**src/rtl/pc_unit.sv**
```systemverilog
// -----------------------------------------------------------------------------
// pc_unit -- fetch-stage program counter and next-PC selection (MIPS datapath)
//
// Holds the PC register and picks the next PC from sequential, beq/bne branch,
// j/jal jump and jr register-target sources. Exceptions redirect to EXC_PC and
// stalls hold the PC. Reset is synchronous and active-high.
//
// Optional feature (macro NPC_RAS_EN): return-address stack. Each jal pushes its
// link address. Each jr pops the stack and is checked against the top entry.
// If NPC_RAS_EN is not defined, the RAS outputs are tied to zero. PC behaviour is
// the same in both builds.
//
// Ports:
//   clk, rst        clock (rising edge); synchronous active-high reset
//   stall, exc      hold PC; redirect to EXC_PC (exc beats stall)
//   npc_sel[2:0]    000 seq, 001 beq, 010 jal, 011 j, 100 jr, 101 bne, 11x seq
//   zero            ALU equality result for beq/bne
//   imm[25:0]       instr[25:0]; branches use imm[15:0]
//   target[31:0]    GPR[rs] for jr
//   pc              current PC (registered)
//   pcp4            pc + 4 (combinational, jal link value)
//   npc             selected next PC before stall/exc override
//   misalign        jr selected with target[1:0] != 0
//   ras_top         RAS top entry, 0 when empty
//   ras_valid       RAS non-empty
//   ras_mispredict  jr taken with empty RAS or ras_top != target
// -----------------------------------------------------------------------------
module pc_unit #(
  parameter int              ADDR_W    = 32,
  parameter logic [ADDR_W-1:0] RESET_PC = ADDR_W'(32'h0000_3000),
  parameter logic [ADDR_W-1:0] EXC_PC   = ADDR_W'(32'h0000_4180),
  parameter int              RAS_DEPTH = 4
) (
  input  logic              clk,
  input  logic              rst,
  input  logic              stall,
  input  logic              exc,
  input  logic [2:0]        npc_sel,
  input  logic              zero,
  input  logic [25:0]       imm,
  input  logic [31:0]       target,
  output logic [ADDR_W-1:0] pc,
  output logic [ADDR_W-1:0] pcp4,
  output logic [ADDR_W-1:0] npc,
  output logic              misalign,
  output logic [ADDR_W-1:0] ras_top,
  output logic              ras_valid,
  output logic              ras_mispredict
);

  localparam logic [2:0] SEL_SEQ = 3'b000;
  localparam logic [2:0] SEL_BEQ = 3'b001;
  localparam logic [2:0] SEL_JAL = 3'b010;
  localparam logic [2:0] SEL_J   = 3'b011;
  localparam logic [2:0] SEL_JR  = 3'b100;
  localparam logic [2:0] SEL_BNE = 3'b101;

  // Jumps keep the pcp4 bits above bit 27. Those bits do not exist when ADDR_W is 28.
  localparam logic [ADDR_W-1:0] HI_MASK = {ADDR_W{1'b1}} << 5'd28;

  // The low two bits of the PC are always zero, so they are not stored.
  logic [ADDR_W-1:2] pc_r;
  logic [ADDR_W-1:0] br_off_s;
  logic [ADDR_W-1:0] br_tgt_s;
  logic [ADDR_W-1:0] jump_s;
  logic [ADDR_W-1:0] jr_s;

  assign pc       = {pc_r, 2'b00};
  assign pcp4     = pc + ADDR_W'(32'd4);
  assign br_off_s = {{(ADDR_W-18){imm[15]}}, imm[15:0], 2'b00};
  assign br_tgt_s = pcp4 + br_off_s;
  assign jump_s   = (pcp4 & HI_MASK) | ADDR_W'({imm, 2'b00});
  assign jr_s     = {target[ADDR_W-1:2], 2'b00};
  assign misalign = (npc_sel == SEL_JR) && (target[1:0] != 2'b00);

  // Next-PC source selection; reserved encodings fall back to sequential.
  always_comb begin
    npc = pcp4;
    case (npc_sel)
      SEL_SEQ: npc = pcp4;
      SEL_BEQ: npc = zero ? br_tgt_s : pcp4;
      SEL_BNE: npc = zero ? pcp4 : br_tgt_s;
      SEL_JAL: npc = jump_s;
      SEL_J:   npc = jump_s;
      SEL_JR:  npc = jr_s;
      default: npc = pcp4;
    endcase
  end

  // PC register: reset beats exception, exception beats stall.
  always_ff @(posedge clk) begin
    if (rst) begin
      pc_r <= RESET_PC[ADDR_W-1:2];
    end else if (exc) begin
      pc_r <= EXC_PC[ADDR_W-1:2];
    end else if (stall) begin
      pc_r <= pc_r;
    end else begin
      pc_r <= npc[ADDR_W-1:2];
    end
  end

`ifdef NPC_RAS_EN
  localparam int PTR_W = $clog2(RAS_DEPTH);
  localparam int CNT_W = $clog2(RAS_DEPTH + 1);

  // sp_r points at the next free slot. When the stack is full, that slot is the
  // oldest entry, so a push there overwrites it.
  logic [ADDR_W-1:0] ras_mem_r [RAS_DEPTH];
  logic [PTR_W-1:0]  sp_r;
  logic [CNT_W-1:0]  cnt_r;
  logic [PTR_W-1:0]  top_idx_s;
  logic              update_s;
  logic              push_s;
  logic              pop_s;

  assign update_s  = !rst && !exc && !stall;
  assign push_s    = update_s && (npc_sel == SEL_JAL);
  assign pop_s     = update_s && (npc_sel == SEL_JR) && ras_valid;
  assign top_idx_s = sp_r - PTR_W'(1);

  assign ras_valid      = (cnt_r != CNT_W'(0));
  assign ras_top        = ras_valid ? ras_mem_r[top_idx_s] : {ADDR_W{1'b0}};
  assign ras_mispredict = update_s && (npc_sel == SEL_JR) &&
                          (!ras_valid || (ras_top != target[ADDR_W-1:0]));

  // Circular return-address stack. The count saturates at RAS_DEPTH on overflow.
  always_ff @(posedge clk) begin
    if (rst) begin
      sp_r  <= PTR_W'(0);
      cnt_r <= CNT_W'(0);
      for (int i = 0; i < RAS_DEPTH; i++) begin
        ras_mem_r[i] <= {ADDR_W{1'b0}};
      end
    end else if (push_s) begin
      ras_mem_r[sp_r] <= pcp4;
      sp_r            <= sp_r + PTR_W'(1);
      cnt_r           <= (cnt_r == CNT_W'(RAS_DEPTH)) ? cnt_r : cnt_r + CNT_W'(1);
    end else if (pop_s) begin
      sp_r  <= top_idx_s;
      cnt_r <= cnt_r - CNT_W'(1);
    end else begin
      sp_r  <= sp_r;
      cnt_r <= cnt_r;
    end
  end
`else
  assign ras_top        = {ADDR_W{1'b0}};
  assign ras_valid      = 1'b0;
  assign ras_mispredict = 1'b0;
`endif

endmodule
```
**config.mk**
```make
export PLATFORM = sky130hd
export DESIGN_NAME = pc_unit
export DESIGN_NICKNAME = d
export VERILOG_FILES = /design/src/rtl/pc_unit.sv
export SDC_FILE = /design/constraint.sdc
export NUM_CORES = 1
export LEC_CHECK = 0
export CAP_MARGIN = 15
export CORE_ASPECT_RATIO = 0.6
export CORE_MARGIN = 10
export CORE_UTILIZATION = 60
export CTS_CLUSTER_SIZE = 12
export DETAILED_ROUTE_END_ITERATION = 7
export DONT_BUFFER_PORTS = 1
export PLACE_DENSITY = 0.76
export SYNTH_ARGS = -nofsm -noshare
export SYNTH_HDL_FRONTEND = slang
export SYNTH_SLANG_ARGS = --single-unit
```
**constraint.sdc**
```tcl
create_clock -name clk -period 7.66 [get_ports clk]
set_input_delay 1.149 -clock clk [delete_from_list [all_inputs] [get_ports clk]]
set_output_delay 1.149 -clock clk [all_outputs]
set_load 0.01 [all_outputs]
```
# ---- After elaboration in Yosys (flattened, before gate mapping)
# Cells that the tools add are included.
dict set report op_classes {
  add_sub_neg 2
  n_eq_ne 6
  bitwise_logic 1
  shift 0
  n_reduce_logical 4
  mul 0
  order_cmp 0
  muxes 5
  div 0
}
# op n
set ops {}
lappend ops {{32-bit one-hot mux with 4 select lines} 1}
lappend ops {{32-bit two-way mux} 2}
lappend ops {{32-bit by 3-bit adder with 32-bit output (second input constant)} 1}
lappend ops {{32-bit adder} 1}
lappend ops {{32-bit by 28-bit bitwise OR with 32-bit output} 1}
lappend ops {{13-bit two-way mux} 2}
lappend ops {{3-bit by 2-bit equality test with 1-bit output (second input constant)} 2}
lappend ops {{3-bit equality test (second input constant)} 2}
lappend ops {{2-bit OR reduction} 2}
lappend ops {{3-bit by 1-bit equality test with 1-bit output (second input constant)} 1}
lappend ops {{2-bit by 1-bit != test with 1-bit output (second input constant)} 1}
lappend ops {{2-bit nonzero test} 1}
lappend ops {{1-bit logical AND} 1}
dict set report word_totals {
  ram_bits 0
  latchBits 0
  memories 0
  register_bits 30
  romBits 0
  output_inout_bits 131
  inputBits 66
  wordCells 20
}

# ---- Depth between registers and ports, before layout
# Gate-level depths: netlist of the first run.
dict set report logic_depth {
  depth_word 6
  depth_mapped 16
  mapped_depth_nobuf 15
}

# ---- Least setup slack after synthesis of the first run
# OpenSTA, ideal clock, no wires.
dict set report synth_path {
  path_kind {register -> output}
  startpoint {reg pc_r[8] (netlist name)}
  endpoint {out npc[31]}
  n_path_buf 2
  required_time_ns 6.511
  t_arrival_ns 3.804
  path_stages_with_launch 16
  path_slack_ns 2.707
  path_cell_list {dfxtp_1 nand4_2 or4_4 buf_6 or2_1 nor2_1 xor2_1 ha_1 clkbuf_1 nand4_1 or3_1 o221ai_1 o21ai_0 and2_1 a2111oi_2 or2_1}
}
dict set report synth_via {
  elab_chain_len 4
  word_cells_on_any_way 6
  classes_between {add/sub: 2; mux: 3; bitwise: 1}
}
# element line
set synth_rtl {}
lappend synth_rtl {{start: declaration} 62} ;# logic [ADDR_W-1:2] pc_r;
lappend synth_rtl {{start signal: assignment} 93} ;# pc_r <= RESET_PC[ADDR_W-1:2];
lappend synth_rtl {{start signal: assignment} 95} ;# pc_r <= EXC_PC[ADDR_W-1:2];
lappend synth_rtl {{start signal: assignment} 97} ;# pc_r <= pc_r;
lappend synth_rtl {{32-bit by 3-bit adder with 32-bit output (*)} 69} ;# assign pcp4 = pc + ADDR_W'(32'd4);
lappend synth_rtl {{net pcp4[21]} 43} ;# output logic [ADDR_W-1:0] pcp4,
lappend synth_rtl {{32-bit adder (*)} 71} ;# assign br_tgt_s = pcp4 + br_off_s;
lappend synth_rtl {{32-bit two-way mux, on equally long branches} {82, 81}}
lappend synth_rtl {{32-bit one-hot mux with 4 select lines (*)} 79} ;# case (npc_sel)
lappend synth_rtl {{end: declaration} 44} ;# output logic [ADDR_W-1:0] npc,
# Mark *: on every way through the listed nets, which the timed path passes. The rest lies on a longest branch.

# ---- Worst setup path in the final report of the first run
dict set report layout_path {
  startpoint {reg pc_r[2] (netlist name)}
  endpoint {out npc[29]}
}
# The elaborated chain is that of the path after synthesis.

==> impl_metrics.tcl, run 1 <==
set metrics [dict create \
    outcome "complete, no violations" \
    layout_commonest_cell "nand2_1" \
    grt_max_degree 37 \
    wl_per_cell_um 25.2 \
    critPathArrivalTime_ps 4700 \
    post_cts_buffers 0 \
    place_ws_ps 2250 \
    maxSlewHeadroom 0.201 \
    io_buffers 0 \
    boundaryPins 197 \
    rr_startpoint "pc_r[2]$_SDFFE_PP0N_" \
    worstMarginPinSlew_ps 1200 \
    syn2layout_area_growth_pct 1.44 \
    holdBufCountCts 0 \
    postSynthAreaPerCell_sq_um 7.36 \
    p_leak_nw 2.02 \
    setup_viol 0 \
    yosysTopAreaCellShare 0.130 \
    min_to "pc_r[3]$_SDFFE_PP0N_" \
    cts_root_buffer "clkbuf_16" \
    holdCritStartpoint "pc_r[3]$_SDFFE_PP0N_" \
    cellPowerDensity_nw_per_um2 143 \
    drc 0 \
    rsz0062_at_grt "no" \
    r2r_end "pc_r[29]$_SDFFE_PP0N_" \
    cts.path.max_buffers 2 \
    min_period_ps 5850 \
    post_cts_resized 0 \
    crit_path_start_kind "flop" \
    crit_path_end_kind "primary output" \
    yosysWarnings 0 \
    crit_type "flop to primary output" \
    reg2regPathDepth 15 \
    cts.sinks 30 \
    layout_common_cells "nand2_1 (51), a21oi_1 (47), nor2_1 (42)" \
    ys_seq_area_frac 0.130 \
    yosys.area.top_type "dfxtp_1" \
    design.core.area_sq_um 7390 \
    cp.required_ps 6510 \
    netlist_area_sq_um 4620 \
    skew_ps 5.41 \
    largest_register_ffs 30 \
    whs_path_depth 2 \
    numCtsBuffers 5 \
    place.gp.congestion 0.967 \
    finalHoldViolCount 0 \
    maxCapViolCount 0 \
    grt_pass1_wl_um 26600 \
    synth_area_leaders "dfxtp_1 (13%), ha_1 (9.5%), buf_4 (6.5%)" \
    ff2ff_setup_slack_ps 2910 \
    layout-drive-gt1-share 0.0543 \
    min_path_type "flop to flop" \
    grt_pass1_vias 4480 \
    drt-pass1-iter-count 6 \
    ys_ff_latch 30 \
    setup_ws_ps 1810 \
    fin_crit_sh 0.764 \
    hpwl_um 14500 \
    initial_core_util 0.626 \
    rows 24 \
    hold_slack_ps 597 \
    antenna_found_initial 0 \
    cts.clk_slew.worst_paths_ps 60 \
    ys.flop_type "dfxtp_1" \
    cts-htree-levels 2 \
    num-fill-cells 682 \
    netlist_instances 628 \
    setup_tns_ps 0 \
    cts_tree "yes" \
    worstSkewPairLatency_ps 280 \
    dieArea_sq_um 11700 \
    reg.largest.list "pc_r (30)" \
    synth_edf_count 0 \
    async_flop_share 0 \
    routed_via_density 7.01 \
    peakVddDrop_v 0.0000936 \
    wirelength_um 18000 \
    nNetsFinal 709 \
    antenna_cells 0 \
    slew_viol_final 0 \
    dieWidth_um 133 \
    track_usage 0.280 \
    die_height_um 88.0 \
    ys_types 73 \
    ant_nets 0 \
    overflow 0 \
    vias 4991 \
    crit_fanout 6 \
    drt-initial-drc-count 728 \
    largest-register "pc_r" \
    max_clock_freq_mhz 171 \
]
## cell usage after synthesis (18+ instances only)
| master | n |
|---|---|
| a21oi_1 | 47 |
| a222oi_1 | 21 |
| buf_4 | 40 |
| clkbuf_1 | 27 |
| dfxtp_1 | 30 |
| ha_1 | 35 |
| inv_1 | 18 |
| nand2_1 | 51 |
| nand3_1 | 24 |
| nor2_1 | 44 |
| o21ai_0 | 36 |
| xnor2_1 | 31 |
## cell type report
| type | instances | area, sq um | area share |
|---|---|---|---|
| inverters | 18 | 67.6 | 0.0144 |
| repair buffers | 4 | 30.0 | 0.00641 |
| clock buffers | 5 | 125 | 0.0267 |
| well taps | 104 | 130 | 0.0278 |
| clock inverters | 3 | 40.0 | 0.00854 |
| flip-flops and latches | 30 | 601 | 0.128 |
| multi-input cells | 548 | 3690 | 0.788 |
## worst max-delay path, stage by stage (launching register included)
cell and delay (ps):
dfxtp_1 490, ha_1 260, and4_1 310, nand3_1 210, nor2_1 290, nand3_1 150, xnor2_1 750, ha_1 430
a21oi_1 250, o21ai_1 190, a21oi_1 190, o211ai_1 150, mux2i_1 150, a221o_1 300, a211o_1 300
## routing by layer
metal | vias to the layer above | global-route usage | wire [um]
met4 | 0 | 0.0403 | 194
met1 | 2305 | 0.384 | 7080
met5 | - | 0 | 0
met2 | 428 | 0.396 | 7100
li1 | 2235 | - | -
met3 | 23 | 0.129 | 3590
## metrics by stage
stage | cell area [sq um] | utilization | power [W] | instances
4_1_cts | 4690 | 0.634 | 0.000662 | 712
5_1_grt | 4690 | 0.634 | 0.000699 | 712
2_1_floorplan | 4770 | - | 0.000393 | 667
3_5_place_dp | 4520 | 0.612 | 0.000432 | 704
3_3_place_gp | 4520 | 0.612 | 0.000429 | 704
6_report | 4690 | 0.634 | 0.000671 | 712
## cells by family after synthesis
family / synth area share
fa+ha+maj: 0.0991
flops: 0.130
xor+xnor: 0.0945
buf+inv: 0.106
compound gates: 0.313
other cells: 0.000812
mux: 0.0282
simple gates: 0.228
## worst max-delay path by stage
stage	from	to	slack, ps
floorplan	pc_r[8]$_SDFFE_PP0P_	npc[31]	2710
global placement	pc_r[4]$_SDFFE_PP0N_	npc[31]	2300
detailed placement	pc_r[4]$_SDFFE_PP0N_	npc[31]	2250
CTS	pc_r[4]$_SDFFE_PP0N_	npc[31]	1940
global route	pc_r[4]$_SDFFE_PP0N_	npc[31]	1610
finish	pc_r[2]$_SDFFE_PP0N_	npc[29]	1810
## power breakdown
part	leakage [nW]	total (W)	internal (W)	switching [W]
logic	1.69	0.000253	0.0000871	0.000166
clock network	0.0836	0.000233	0.000152	0.0000808
registers	0.246	0.000185	0.000164	0.0000213
Power figures use the tool's default switching activity.
==> inputs of run 2 (changes only) <==
--- a/config.mk
+++ b/config.mk
@@ -12,7 +12,7 @@
 export CTS_CLUSTER_SIZE = 12
 export DETAILED_ROUTE_END_ITERATION = 7
 export DONT_BUFFER_PORTS = 1
-export PLACE_DENSITY = 0.76
+export PLACE_DENSITY = 0.79
 export SYNTH_ARGS = -nofsm -noshare
 export SYNTH_HDL_FRONTEND = slang
 export SYNTH_SLANG_ARGS = --single-unit
==> constraint.sdc (replaced) <==
create_clock -name clk -period 4.7 [get_ports clk]
set_input_delay 0.705 -clock clk [delete_from_list [all_inputs] [get_ports clk]]
set_output_delay 0.705 -clock clk [all_outputs]
set_load 0.01 [all_outputs]
==> run 2 against run 1 <==
Against the previous run:
- first-iteration DRC count is 16% higher
- sequential share of layout area down 1.1 points
- register-to-register slack worse by 2100 ps
- cell count rose by 7.3%
- total power is 67% higher
- clock skew rose by 1.1 ps
- via count grew 5.5%
- global-route usage up 1.2 points
- hold slack got worse by 110 ps
- critical path type unchanged
- highest routed layer unchanged
==> impl_metrics.tcl, run 2 (synthesis results as in run 1) <==
set metrics [dict create \
    place_ws_ps 115 \
    p_leak_nw 2.30 \
    totalPowerFinal_w 0.00112 \
    dieWidth_um 133 \
    track_usage 0.292 \
    maxSlewHeadroom 0.214 \
    boundaryPins 197 \
    ant_nets 0 \
    hold_slack_ps 484 \
    cp_top_family "simple AND/OR/NAND/NOR gates" \
    slew_viol_final 0 \
    numCtsBuffers 5 \
    cts-htree-levels 2 \
    reg2regPathDepth 13 \
    max_clock_freq_mhz 214 \
    setup_ws_ps 36.8 \
    critical_path.max_stage_delay_ps 430 \
    wirelength_um 18900 \
    whs_path_depth 1 \
    maxCapViolCount 0 \
    crit_fanout 6 \
    design.core.area_sq_um 7390 \
    critPathBufInv 1 \
    largest_register_ffs 30 \
    min_period_ps 4660 \
    setup_viol 0 \
    num-fill-cells 616 \
    drc 0 \
    cts_tree "yes" \
    finalHoldViolCount 0 \
    cellPowerDensity_nw_per_um2 216 \
    cts.sinks 30 \
    min_path_type "input pin to flop" \
    r2r_end "pc_r[29]$_SDFFE_PP0N_" \
    place.gp.congestion 1.03 \
    cp_cell_sequence "ha_1, and4_2, nand4_1, buf_4, xnor2_2, ha_1, nand2_1, or3_4, nor2_1, a32o_1, o21ai_2, and2_1, a2111oi_4, or2_4" \
    cp_slowest_cell "or3_4" \
    worstMarginPinSlew_ps 1170 \
    routed_via_density 6.89 \
    crit_path_end_kind "primary output" \
    grt_max_degree 37 \
    min_to "pc_r[14]$_SDFFE_PP0P_" \
    layout_commonest_cell "buf_4" \
    cp.required_ps 3990 \
    skew_ps 6.55 \
    rows 24 \
    wl_per_cell_um 24.7 \
    nNetsFinal 761 \
    vias 5264 \
    antenna_found_initial 0 \
    cp_common_cell "ha_1" \
    cts_root_buffer "clkbuf_16" \
    seq_area_sq_um 606 \
    crit_path_start_kind "flop" \
    holdCritStartpoint "rst" \
    hpwl_um 15100 \
    fin_crit_sh 0.992 \
    ff2ff_setup_slack_ps 800 \
    syn2layout_area_growth_pct 12.2 \
    reg.largest.list "pc_r (30)" \
    cts.clk_slew.worst_paths_ps 60 \
    initial_core_util 0.626 \
    layout-drive-gt1-share 0.168 \
    largest-register "pc_r" \
    antenna_cells 0 \
    peakVddDrop_v 0.000166 \
    rr_startpoint "pc_r[9]$_SDFFE_PP0N_" \
    cts.path.max_buffers 2 \
    critPathArrivalTime_ps 3960 \
    grt_pass1_vias 4959 \
    overflow 0 \
    drt-pass1-iter-count 8 \
    layout_common_cells "buf_4 (56), nand2_1 (50), a21oi_1 (47)" \
    die_height_um 88.0 \
    multi_input_area_sq_um 3810 \
    dieArea_sq_um 11700 \
    drt-initial-drc-count 845 \
    io_buffers 0 \
    grt_pass1_wl_um 27900 \
    rsz0062_at_grt "yes" \
    crit_type "flop to primary output" \
    worstSkewPairLatency_ps 290 \
    outcome "complete, no violations" \
]
-- run 2: cell count changes in the layout (fill, tap and decap cells not counted), sizes merged --
cell and change:
clkbuf +1, clkinvlp +1, bufinv -1, clkinv -1, buf +52
-- run 2: worst max path at each step --
stage,start,to,slack (ps),cells after the start
floorplan,pc_r[8]$_SDFFE_PP0P_,npc[31],190,15
global placement,pc_r[2]$_SDFFE_PP0N_,npc[31],290,14
detailed placement,pc_r[2]$_SDFFE_PP0N_,npc[31],120,13
CTS,pc_r[9]$_SDFFE_PP0N_,npc[31],40,13
global route,pc_r[2]$_SDFFE_PP0N_,npc[31],-70,14
finish,pc_r[2]$_SDFFE_PP0N_,npc[31],40,14
-- run 2: power breakdown --
part	internal, W	total (W)	switching, W
clock network	0.000210	0.000350	0.000140
registers	0.000267	0.000284	0.0000168
logic	0.000175	0.000487	0.000312
-- run 2: metrics by stage --
stage	cell area, sq um	utilization	setup TNS [ps]	instances
2_1_floorplan	4770	-	0	667
4_1_cts	5060	0.685	0	763
6_report	5180	0.702	0	764
3_5_place_dp	4890	0.663	0	754
3_3_place_gp	4890	0.663	0	754
5_1_grt	5180	0.702	-70.2	764
-- run 2: cell type report --
| cell class | count | area share |
|---|---|---|
| Multi-Input combinational cell | 548 | 0.735 |
| Clock buffer | 6 | 0.0268 |
| Sequential cell | 30 | 0.117 |
| Tap cell | 104 | 0.0251 |
| Clock inverter | 2 | 0.00241 |
| Timing Repair Buffer | 56 | 0.0811 |
| Inverter | 18 | 0.0130 |
-- run 2: timing repair --
item,4_1_cts,5_1_grt
setup endpoints to repair,2,8
hold buffers,0,0
buffers inserted,1,1
gates resized for setup,5,27
pin swaps,1,6
hold endpoints to repair,0,0
-- run 2: per-layer routing --
layer | up-vias | track usage | share of wire
li1 | 2333 | - | -
met5 | - | 0 | 0
met1 | 2425 | 0.378 | 0.39
met2 | 464 | 0.426 | 0.40
met3 | 42 | 0.147 | 0.19
met4 | 0 | 0.0610 | 0.020
